$ cat config.mk
export PLATFORM = sky130hd
export DESIGN_NAME = clock_step_ctrl
export DESIGN_NICKNAME = d
export VERILOG_FILES = /design/src/rtl/clockworks_pkg.sv /design/src/rtl/btn_debounce.sv /design/src/rtl/clock_step_ctrl.sv
export SDC_FILE = /design/constraint.sdc
export NUM_CORES = 1
export LEC_CHECK = 0
export BUFFER_PORTS_ARGS = -buffer_cell sky130_fd_sc_hd__buf_2
export CAP_MARGIN = 20
export CORE_ASPECT_RATIO = 0.8
export CORE_UTILIZATION = 59
export CTS_BUF_LIST = sky130_fd_sc_hd__clkbuf_8 sky130_fd_sc_hd__clkbuf_16
export DETAILED_ROUTE_END_ITERATION = 6
export PLACE_DENSITY = 0.79
export SYNTH_ARGS = -nofsm -noshare
export SYNTH_HDL_FRONTEND = slang
export SYNTH_SLANG_ARGS = --single-unit
$ cat constraint.sdc
create_clock -name clk -period 2.2 [get_ports clk]
set_input_delay 0.33 -clock clk [delete_from_list [all_inputs] [get_ports clk]]
set_output_delay 0.33 -clock clk [all_outputs]
set_load 0.01 [all_outputs]
$ cat src/rtl/clockworks_pkg.sv
// Shared definitions for the run-control sequencer.
// Provides the 2-bit FSM state type and its encoding constants.
package clockworks_pkg;

    typedef enum logic [1:0] {
        ST_INIT = 2'b00,
        ST_RUN  = 2'b01,
        ST_HALT = 2'b10,
        ST_STEP = 2'b11
    } state_t;

endpackage

$ cat src/rtl/btn_debounce.sv
// Button conditioner: 2-FF synchronizer, stability counter, rising-edge press.
// Ports: clk, resetn (async, active-low), btn (async raw), stable, press (1-cycle).
module btn_debounce #(
    parameter int DEBOUNCE_BITS = 16
) (
    input  logic clk,
    input  logic resetn,
    input  logic btn,
    output logic stable,
    output logic press
);

    logic                     sync1;
    logic                     sync2;
    logic                     stable_d;
    logic [DEBOUNCE_BITS-1:0] cnt;

    always_ff @(posedge clk or negedge resetn) begin
        if (!resetn) begin
            sync1    <= 1'b0;
            sync2    <= 1'b0;
            stable   <= 1'b0;
            stable_d <= 1'b0;
            cnt      <= '0;
        end else begin
            sync1    <= btn;
            sync2    <= sync1;
            stable_d <= stable;
            // Any cycle where the input agrees with the accepted value
            // restarts the stability window.
            if (sync2 == stable) begin
                cnt <= '0;
            end else if (&cnt) begin
                stable <= sync2;
                cnt    <= '0;
            end else begin
                cnt <= cnt + 1'b1;
            end
        end
    end

    assign press = stable & ~stable_d;

endmodule

$ cat src/rtl/clock_step_ctrl.sv
// Run-control sequencer: CPU reset release, free/paced run, halt and step.
// Ports: clk, resetn, run_btn, step_btn, halt_req, slow_sel in;
//        cpu_resetn, ce, state, halted, cycle_cnt out.
module clock_step_ctrl
    import clockworks_pkg::*;
#(
    parameter logic [15:0] RESET_CYCLES  = 16'd4095,
    parameter int          DEBOUNCE_BITS = 16,
    parameter int          SLOW_BITS     = 20,
    parameter bit          START_HALTED  = 1'b0
) (
    input  logic        clk,
    input  logic        resetn,
    input  logic        run_btn,
    input  logic        step_btn,
    input  logic        halt_req,
    input  logic        slow_sel,
    output logic        cpu_resetn,
    output logic        ce,
    output logic [1:0]  state,
    output logic        halted,
    output logic [31:0] cycle_cnt
);

    localparam logic [15:0] INIT_LAST = RESET_CYCLES - 16'd1;

    state_t               st_q;
    state_t               st_d;
    logic [15:0]          init_cnt;
    logic [SLOW_BITS-1:0] div;
    logic                 init_done;
    logic                 run_press;
    logic                 step_press;
    logic [1:0]           stable_unused;

    btn_debounce #(
        .DEBOUNCE_BITS(DEBOUNCE_BITS)
    ) u_run_db (
        .clk    (clk),
        .resetn (resetn),
        .btn    (run_btn),
        .stable (stable_unused[0]),
        .press  (run_press)
    );

    btn_debounce #(
        .DEBOUNCE_BITS(DEBOUNCE_BITS)
    ) u_step_db (
        .clk    (clk),
        .resetn (resetn),
        .btn    (step_btn),
        .stable (stable_unused[1]),
        .press  (step_press)
    );

    assign init_done = (init_cnt == INIT_LAST);

    // State register; cpu_resetn is released on the INIT exit edge.
    always_ff @(posedge clk or negedge resetn) begin
        if (!resetn) begin
            st_q       <= ST_INIT;
            cpu_resetn <= 1'b0;
        end else begin
            st_q <= st_d;
            if (st_q == ST_INIT && init_done) begin
                cpu_resetn <= 1'b1;
            end
        end
    end

    always_comb begin
        st_d = st_q;
        unique case (st_q)
            ST_INIT: begin
                if (init_done) begin
                    st_d = START_HALTED ? ST_HALT : ST_RUN;
                end
            end
            ST_RUN: begin
                if (halt_req || run_press) begin
                    st_d = ST_HALT;
                end
            end
            ST_HALT: begin
                if (run_press) begin
                    st_d = ST_RUN;
                end else if (step_press) begin
                    st_d = ST_STEP;
                end
            end
            ST_STEP: begin
                st_d = ST_HALT;
            end
            default: begin
                st_d = ST_INIT;
            end
        endcase
    end

    always_comb begin
        ce = 1'b0;
        unique case (st_q)
            ST_RUN:  ce = !slow_sel || (&div);
            ST_STEP: ce = 1'b1;
            default: ce = 1'b0;
        endcase
    end

    assign halted = (st_q == ST_HALT);
    assign state  = st_q;

    // Divider keeps running through HALT/STEP so pacing phase is
    // independent of when RUN is re-entered.
    always_ff @(posedge clk or negedge resetn) begin
        if (!resetn) begin
            init_cnt  <= '0;
            div       <= '0;
            cycle_cnt <= '0;
        end else begin
            if (st_q == ST_INIT) begin
                init_cnt <= init_cnt + 16'd1;
            end else begin
                div <= div + 1'b1;
            end
            if (ce) begin
                cycle_cnt <= cycle_cnt + 32'd1;
            end
        end
    end

endmodule

Word level (Yosys, flattened, before mapping)
Index checks and enable logic that the tools add are counted.
- add/subtract/negate cells: 5
- equal/unequal tests: 9
- multiplexer cells: 10
- bitwise operators: 6
- reductions and logical operators: 11
- operators with widths (kind ; number):
    $mux 16 ; 4
    $add 16x1->16 const B ; 3
    $reduce_and 17->1 ; 2
    $add 32x1->32 const B ; 1
    $reduce_and 16->1 ; 2
    $add 20x1->20 const B ; 1
    $reduce_and 20->1 ; 1
    $eq 16x12->1 const B ; 1
    $mux 2 ; 4
    $pmux 2 s4 ; 1
    $eq 2x2->1 const B ; 2
    $ne 2x2->1 const B ; 2
    $not 1->1 ; 4
    $ne 3x1->1 const B ; 1
    $reduce_and 3->1 ; 1
    $and 1x1->1 ; 2
    $eq 1x1->1 ; 2
    $eq 2x1->1 const B ; 1
    $logic_not 2->1 ; 1
    $logic_or 1x1->1 ; 2
    $pmux 1 s2 ; 1
    $logic_and 1x1->1 ; 1
    $logic_not 1->1 ; 1
- register bits after elaboration: 111
- bits of input ports: 6
- output and inout bits: 37
- word-level logic and storage cells: 56

Depth between registers and ports, before layout
Gate-level depths: netlist of run 1.
- word-level depth: 5
- mapped depth: 7
- depth with buffers taken out: 6

By module
From an unflattened synthesis of run 1, not the netlist that was laid out.
- cell total of the unflattened synthesis: 471
- area total of the unflattened synthesis: 5195.0 um^2
- modules (own cells, without submodules) (module ; instances ; cells each ; area an instance (um^2) ; seq. area each (um^2)):
    clock_step_ctrl ; 1 ; 301 ; 3315.7 ; 1776.7
    btn_debounce ; 2 ; 85 ; 939.7 ; 500.5

Least setup slack after synthesis of run 1
OpenSTA, ideal clock, no wires.
- path type: reg2reg
- from: register div[0]
- to: register cycle_cnt[26]
- setup time: 0.080 ns
- data arrival time: 1.783 ns
- data required time: 2.120 ns
- slack: 0.337 ns
- stages on the path, launching flop included: 8
- buffers on the path: 1
- clock period less this slack: 1.863 ns
- path through: dfrtp_1 ha_1 nand4_1 or4_1 o22ai_2 buf_4 nor3b_1 xnor2_1
- cells in the longest elaborated chain, start to end: 3
- ends and longest elaborated chain (item ; line ; source):
    start, declared ; clock_step_ctrl.sv:30 ; logic [SLOW_BITS-1:0] div;
    start signal, assigned ; clock_step_ctrl.sv:123 ; div <= div + 1'b1;
    $reduce_and 20->1 ; clock_step_ctrl.sv:103 ; ST_RUN: ce = !slow_sel || (&div);
    $logic_or 1x1->1 ; clock_step_ctrl.sv:103 ;
    $pmux 1 s2 ; clock_step_ctrl.sv:102 ; unique case (st_q)
    end signal, assigned ; clock_step_ctrl.sv:126 ; cycle_cnt <= cycle_cnt + 32'd1;
    end, declared ; clock_step_ctrl.sv:22 ; output logic [31:0] cycle_cnt
No other way between the ends.
A chain may end at the register's enable or synchronous reset.

Worst setup path after layout of run 1
- from: register div[7]
- to: output ce
- cells in the longest elaborated chain, start to end: 3
- ends and longest elaborated chain (item ; line ; source):
    $reduce_and 20->1 ; clock_step_ctrl.sv:103 ;
    $logic_or 1x1->1 ; clock_step_ctrl.sv:103 ;
    $pmux 1 s2 ; clock_step_ctrl.sv:102 ;
    end, declared ; clock_step_ctrl.sv:19 ; output logic ce,
No other way between the ends.

==> results of run 1 <==
## worst max-delay path by stage
stage,endpoint,depth (start not counted)
after floorplan,cycle_cnt[26],7
after global placement,cycle_cnt[20],7
after detailed placement,cycle_cnt[25],7
after CTS,cycle_cnt[25],7
after global routing,ce,5
final,ce,5
## synth_stat cells (all sizes together), types with 4 or more instances
master / instances
dfrtp: 111
xnor2: 63
nor2: 46
nand3: 37
nand2: 36
xor2: 32
and3: 23
nand4: 22
and4: 8
inv: 7
ha: 6
nor3: 6
and2: 5
clkbuf: 4
mux2: 4
o21ai: 4
## layout by cell type, fill, tap and decap left out, types with 2 or more instances in the layout
master / netlist / layout
nand4_1: 22 / 22
and4_1: 8 / 8
nand2_1: 36 / 36
clkbuf_8: 0 / 10
and3_1: 23 / 23
nor2b_1: 3 / 3
buf_4: 1 / 20
o21ai_0: 4 / 3
nor2_1: 46 / 46
xor2_1: 32 / 32
nor4b_2: 1 / 2
nand2b_1: 2 / 2
nand3_1: 36 / 36
inv_1: 7 / 7
mux2_2: 4 / 4
xnor2_1: 63 / 63
clkinvlp_4: 0 / 2
o2111ai_1: 2 / 2
nor3_1: 6 / 6
buf_2: 2 / 41
nor3b_1: 3 / 3
and3b_1: 3 / 3
o21bai_1: 2 / 2
dfrtp_1: 111 / 111
ha_1: 6 / 6
and2_1: 5 / 5
## routing by layer
metal  GRT usage  up-vias
li1            -     1648
met1       0.317     1672
met2       0.364       79
met3      0.0453       20
met4      0.0896        0
met5           0        -
## repair_timing
| item | CTS | global route |
|---|---|---|
| endpoints found under the hold margin | 37 | 0 |
| pin swaps | 0 | 2 |
| gates resized for setup | 0 | 5 |
| hold buffers | 1 | 0 |
| buffers inserted | 1 | 6 |
| endpoints found under the setup margin | 1 | 18 |
## flip-flops by register name, indices dropped and copies added (netlist names)
| register | flops |
|---|---|
| u_run_db.sync2 | 1 |
| state | 2 |
| u_run_db.cnt | 16 |
| div | 20 |
| u_run_db.sync1 | 1 |
| u_step_db.stable | 1 |
| u_run_db.stable_d | 1 |
| u_step_db.stable_d | 1 |
| u_run_db.stable | 1 |
| cycle_cnt | 32 |
| u_step_db.sync2 | 1 |
| u_step_db.sync1 | 1 |
| init_cnt | 16 |
| u_step_db.cnt | 16 |
| cpu_resetn | 1 |
## power by group through the flow
stage	Combinational, mW	Clock [mW]	Sequential (mW)
detailed placement	0.0837	0	2.10
finish	0.0821	1.22	2.06
floorplan	0.0232	0	2.10
CTS	0.0858	1.25	2.06
global placement	0.0824	0	2.10
global route	0.0987	1.33	2.07
## final cells by class
cell class,instances,area [um2]
well taps,108,135
clock buffers,10,138
flip-flops and latches,111,2780
multi-input cells,318,2110
repair buffers,64,397
inverters,7,26.3
clock inverters,5,58.8
fillers,609,2380
## cell families (layout without fill, tap and decap cells)
logic type,after synthesis,after routing,synth area share
flip-flops,111,111,0.564
AO/OA/AOI/OAI,13,13,0.0185
multiplexers,4,4,0.00914
XOR/XNOR,95,95,0.169
AND/OR/NAND/NOR,200,200,0.212
adder cells (fa/ha/maj),6,6,0.0152
buffers and inverters,14,86,0.0119
## worst max-delay path, cell delays in order (launching register included)
cell and delay, ns:
dfrtp_1 0.41, and4_1 0.27, nand4_1 0.19, o31ai_2 0.29
buf_4 0.16, buf_2 0.12
## through the flow
step,setup TNS (ns),worst slack (ns),hold slack (ns),cells,util
detailed placement,-0.00411,-0.00411,0.339,600,0.668
floorplan,0,0.337,0.0344,443,-
CTS,0,0.00472,0.0527,617,0.695
global placement,0,0.123,0.337,600,0.668
finish,0,0.0693,0.0704,623,0.703
global route,-0.0110,-0.0110,0.0451,623,0.703
==> reports/results.ini, run 1 <==
[pwr]
p_int_mw = 2.63
power_mw = 3.36
p_sw_frac = 0.218
powerDensity_nw_per_um2 = 596
pwr-share-clk = 0.362
p_sw_mw = 0.733
pwr-share-seq = 0.614
p_leak_nw = 2.67
p_comb_frac = 0.024
vdd_drop_max_mv = 0.299

[logic_synthesis]
synth_cell_types = 36
synth-seq-area-share = 0.564
synthCells = 443
synth-edff-count = 0
synthFlopType = dfrtp_1
synth.net_count = 455
syn-cell-area_um2 = 4930
yosysTopAreaCell = dfrtp_1
synthTopCellsByArea = dfrtp_1 (56%), xnor2_1 (11%), xor2_1 (5.7%)
ys_seq_elements = 111
synth.avg_cell_area_um2 = 11.1
yosys.area.top_type_share = 0.564
ys_async_sr_fraction = 1.00
yosys_warnings = 0

[critical_path]
crit_type = flip-flop to output pin
r2r-start = div[1]
r2r_slack_ns = 0.15
cp.required_ns = 1.87
cp_data_arrival_time_ns = 1.80
worstReg2RegEnd = cycle_cnt[30]
worst_setup_path_start_kind = flip-flop
crit_start = div[7]
critPathCaptureType = output pin
r2r_cells = 7
cp_max_fo = 4

[clocking]
numCtsBuffers = 9
clock_latency_ns = 0.37
clock_path_buffers = 2
root_buffer = clkbuf_8
cts_tree = yes
numClockSinks = 111
htreeDepth = 3
path_clk_slew_ns = 0.09

[routing]
drtPass1Iterations = 4
wl_um = 9090
ant_nets = 0
routedWlPerCell_um = 14.6
drt_first_iter_violations = 130
highest_layer = met4
wl_met2_um = 4220
drc = 0
drt-vias-per-instance = 5.49
met1_length_um = 4390
wl_met3_um = 290
vias = 3419

[floorplanning]
fp.dieH_um = 83.7
die_w_um = 104
die-area_um2 = 8720
io_pins = 43
rows = 29
initial_core_util = 0.614
core_um2 = 8020

[timing]
hold_viol = 0
setup_viol = 0
worstMarginPinSlew_ns = 0.545
clock_skew_ns = 0.0113
fin_crit_ns = 2.13
drv_slew = 0
maxSlewHeadroom = 0.634
max_freq_ghz = 0.469
period_share = 0.968

[grt]
grt_first_pass_wirelength_um = 15800
grt.total_usage = 0.230
grt_pass1_vias = 3328
grt_max_degree = 41
grt_remaining_overflow = 0
antenna_found_initial = 0

[worst_hold_path]
hold_path_class = input pin to flip-flop
holdPathEnd = u_run_db.sync1
whs_path_depth = 1
min_from = run_btn

[finish]
num-nets-final = 523
stdcell_area_um2 = 5640
syn_to_final_growth_pct = 14.5
antennaDiodeCount = 0
drive_above_1_share = 0.171

[place]
place_area_um2 = 5360
io_buffers = 42
hpwl_um = 6260
gp_congestion = 0.789

[job]
drv_cap = 0

[outcome]
status = complete, no violations

No activity file was read; power rests on OpenSTA's default activity.
==> run 2: changes to the inputs <==
CORE_ASPECT_RATIO = default   (was 0.8)
==> reports/results.ini, run 2 (same netlist as run 1, synthesis figures left out) <==
[critical_path]
crit_path_max_incr_delay_ns = 0.56
path_cells = ha_2 -> nand4_1 -> or4_1 -> o22ai_4 -> buf_4 -> nor3b_2 -> xnor2_1
worst_setup_path_start_kind = flip-flop
crit_type = flip-flop to flip-flop
cp.required_ns = 2.49
critPathCaptureType = flip-flop
cp_max_fo = 8
path_delay_family = simple AND/OR/NAND/NOR gates
crit_slowest_cell = or4_1
cp_data_arrival_time_ns = 2.41
critPathBufInv = 1

[finish]
antennaDiodeCount = 0
largest_reg_flops = 32
mostFrequentLayoutCell = dfrtp_1
drive_above_1_share = 0.165
num-nets-final = 515
syn_to_final_growth_pct = 13.3
fin_cells = 610
reg.largest.list = cycle_cnt x32, div x20
final_cell_mix = dfrtp_1 (111), xnor2_1 (63), nor2_1 (46)
top_register = cycle_cnt

[clocking]
clock_path_buffers = 2
cts_tree = yes
numCtsBuffers = 9
path_clk_slew_ns = 0.10
htreeDepth = 3
numClockSinks = 111
clock_latency_ns = 0.37
root_buffer = clkbuf_8

[worst_hold_path]
hold_path_class = input pin to flip-flop

[pwr]
vdd_drop_max_mv = 0.302
p_sw_mw = 0.747
p_leak_nw = 2.63
p_comb_frac = 0.025
p_int_mw = 2.60
pwr-share-clk = 0.360
power_mw = 3.35
powerDensity_nw_per_um2 = 600
p_sw_frac = 0.223
pwr-share-seq = 0.615

[place]
dp_cells = 592
io_buffers = 42
gp_congestion = 0.766
hpwl_um = 6350

[floorplanning]
core_um2 = 7890
die_w_um = 93.4
io_pins = 43
die-area_um2 = 8720
rows = 32
fp.dieH_um = 93.4
initial_core_util = 0.625

[routing]
vias = 3370
drtPass1Iterations = 4
drt-vias-per-instance = 5.52
wl_um = 8690
ant_nets = 0
drc = 0
routedWlPerCell_um = 14.2
drt_first_iter_violations = 108

[outcome]
status = complete, no violations

[timing]
drv_slew = 0
period_share = 0.967
fin_worst_hold_slack_ns = 0.0599
maxSlewHeadroom = 0.657
worstMarginPinSlew_ns = 0.511
max_freq_ghz = 0.470
tns_ns = 0
hold_viol = 0
fin_crit_ns = 2.13
clock_skew_ns = 0.0142
setup_viol = 0
grt_setup_unrepaired = true

[grt]
grt_first_pass_wirelength_um = 15200
antenna_found_initial = 0
grt_max_degree = 42
grt.total_usage = 0.222
grt_pass1_vias = 3400
grt_remaining_overflow = 0

[job]
drv_cap = 0

## run 2: power groups by stage
stage | Sequential [mW] | Combinational (mW) | Clock, mW
2_1_floorplan | 2.10 | 0.0232 | 0
3_3_place_gp | 2.10 | 0.0813 | 0
3_5_place_dp | 2.10 | 0.0850 | 0
4_1_cts | 2.06 | 0.0866 | 1.24
5_1_grt | 2.06 | 0.0980 | 1.31
6_report | 2.06 | 0.0824 | 1.21
## run 2: layout make-up
type                    instances  area, um2
clock buffers                   9        124
flip-flops and latches        111       2780
clock inverters                 7       72.6
fillers                       589       2300
well taps                     102        128
repair buffers                 56        337
inverters                       7       26.3
multi-input cells             318       2120
## run 2: per-stage QoR
step / util / setup WS, ns / cell area (um2)
final: 0.708 / 0.0734 / 5580
after global routing: 0.708 / -0.0689 / 5580
after CTS: 0.704 / 0.0392 / 5550
after detailed placement: 0.677 / 0.0877 / 5340
after global placement: 0.677 / 0.218 / 5340
after floorplan: - / 0.337 / 4930
## run 2: metal layers
metal	up-vias	routed length (um)	global-route usage
met2	50	4140	0.366
met3	8	253	0.0350
met1	1678	4200	0.299
li1	1634	-	-
met4	0	96	0.0808
met5	-	0	0
## run 2: what timing repair did
item | CTS | global route
buffers inserted | 1 | 0
pin swaps | 0 | 1
endpoints found under the setup margin | 1 | 5
cloned | 0 | 0
hold buffers | 1 | 0
endpoints found under the hold margin | 30 | 0
gates resized for setup | 0 | 8
## run 2: worst paths after layout
path                                  from  slack, ns  cells past startpoint              end
max                                 div[0]       0.07                      7    cycle_cnt[26]
min                                run_btn       0.06                      1   u_run_db.sync1
max reg2reg                         div[0]       0.07                      7    cycle_cnt[26]
min reg2reg                u_step_db.sync1       0.36                      0  u_step_db.sync2
max in group asynchronous           resetn       1.15                      3           div[1]
min in group asynchronous           resetn       0.43                      2     cycle_cnt[2]
==> run 3: changes to the inputs <==
BUFFER_PORTS_ARGS = -buffer_cell sky130_fd_sc_hd__buf_4   (was -buffer_cell sky130_fd_sc_hd__buf_2)
==> reports/results.ini, run 3 (same netlist as run 1, synthesis figures left out) <==
[outcome]
status = complete, no violations

[critical_path]
worst_setup_path_start_kind = flip-flop
critPathBufInv = 2
crit_start = div[8]
critPathMostFrequentCell = buf_4
path_delay_family = simple AND/OR/NAND/NOR gates
crit_path_max_incr_delay_ns = 0.41
path_cells = and4_4 -> nand4_1 -> o31ai_2 -> buf_4 -> buf_4
r2r-start = div[0]
crit_type = flip-flop to output pin
path_depth = 5
cp_data_arrival_time_ns = 1.72
cp_max_fo = 4
critPathCaptureType = output pin
r2r_cells = 7
cp.required_ns = 1.87
crit_slowest_cell = dfrtp_1

[finish]
final_cell_mix = dfrtp_1 (111), xnor2_1 (63), buf_4 (55)
syn_to_final_growth_pct = 15.4
fin_cells = 611
reg.largest.list = cycle_cnt x32, div x20
num-nets-final = 516
drive_above_1_share = 0.161
final_core_util = 0.721
mostFrequentLayoutCell = dfrtp_1
antennaDiodeCount = 0
top_register = cycle_cnt
largest_reg_flops = 32

[clocking]
numCtsBuffers = 9
root_buffer = clkbuf_8
numClockSinks = 111
cts_tree = yes
clock_latency_ns = 0.37
htreeDepth = 3
path_clk_slew_ns = 0.10
clock_path_buffers = 2

[timing]
period_share = 0.933
fin_crit_ns = 2.05
max_freq_ghz = 0.487
drv_slew = 0
clock_skew_ns = 0.0160
setup_viol = 0
worstMarginPinSlew_ns = 0.601
maxSlewHeadroom = 0.600
hold_viol = 0
grt_setup_unrepaired = true

[floorplanning]
core_um2 = 7890
die-area_um2 = 8720
rows = 32
initial_core_util = 0.625
io_pins = 43
fp.dieH_um = 93.4
die_w_um = 93.4

[pwr]
p_int_mw = 2.64
p_sw_mw = 0.753
p_sw_frac = 0.222
p_leak_nw = 2.67
pwr-share-clk = 0.368
pwr-share-seq = 0.607
p_comb_frac = 0.025
powerDensity_nw_per_um2 = 597
vdd_drop_max_mv = 0.442

[place]
hpwl_um = 6240
dp_cells = 592
gp_congestion = 0.789
io_buffers = 42

[grt]
grt_remaining_overflow = 0
antenna_found_initial = 0
grt_pass1_vias = 3303
grt_max_degree = 48
grt_first_pass_wirelength_um = 15200
grt.total_usage = 0.224

[worst_hold_path]
min_from = step_btn
hold_path_class = input pin to flip-flop
whs_path_depth = 1

[routing]
ant_nets = 0
drt_first_iter_violations = 165
vias = 3367
routedWlPerCell_um = 14.5
wl_um = 8860
drt-vias-per-instance = 5.51
drc = 0
drtPass1Iterations = 4

[job]
drv_cap = 0

[run 3: final timing paths]
path / slack [ns] / to
max in group asynchronous: 1.02 / div[0]
hold / removal: 0.06 / u_step_db.sync1
hold reg to reg: 0.36 / u_step_db.sync2
setup reg to reg: 0.16 / cycle_cnt[30]
min in group asynchronous: 0.50 / cycle_cnt[2]
setup / recovery: 0.15 / ce
[run 3: area by class of cell]
type / instances / area, um2
clock inverter: 6 / 67.6
multi-input combinational: 318 / 2110
tap: 102 / 128
inverter: 7 / 26.3
sequential: 111 / 2780
fill: 574 / 2200
clock buffer: 10 / 138
timing repair buffer: 57 / 443
[run 3: what timing repair did]
action / in CTS / in global routing
hold endpoints to repair: 44 / 0
pin swaps: 0 / 0
resized for setup: 0 / 4
hold buffers: 1 / 0
endpoints found under the setup margin: 1 / 4
setup buffers: 1 / 1
[run 3: power groups by stage]
stage | Sequential [mW] | Clock (mW) | Combinational, mW
global placement | 2.10 | 0 | 0.0839
floorplan | 2.10 | 0 | 0.0232
global route | 2.06 | 1.37 | 0.0986
detailed placement | 2.10 | 0 | 0.0867
finish | 2.06 | 1.25 | 0.0841
CTS | 2.06 | 1.29 | 0.0884
[run 3: per-layer routing]
| metal | global-route usage | share of wire | vias up |
|---|---|---|---|
| met1 | 0.306 | 0.47 | 1658 |
| met4 | 0.0654 | 0.0043 | 0 |
| met5 | 0 | 0 | - |
| met3 | 0.0545 | 0.040 | 2 |
| li1 | - | - | 1627 |
| met2 | 0.357 | 0.48 | 80 |
[run 3: worst register-to-register path, cell delays in order, from the launching register on]
cell and delay [ns]:
dfrtp_1 0.40, ha_1 0.20, nand4_1 0.15, or4_1 0.52, o22ai_2 0.16, buf_4 0.19
nor4b_4 0.22, xnor2_1 0.15
[run 3: per-stage QoR]
step | instance area, um2 | setup WS (ns) | TNS [ns] | power, mW | hold WS, ns
after floorplan | 4930 | 0.337 | 0 | 2.12 | 0.0344
after detailed placement | 5440 | 0.168 | 0 | 2.19 | 0.341
after CTS | 5660 | 0.0536 | 0 | 3.44 | 0.0487
after global routing | 5690 | -0.0589 | -0.128 | 3.53 | 0.0326
after global placement | 5440 | 0.227 | 0 | 2.19 | 0.339
final | 5690 | 0.148 | 0 | 3.39 | 0.0639
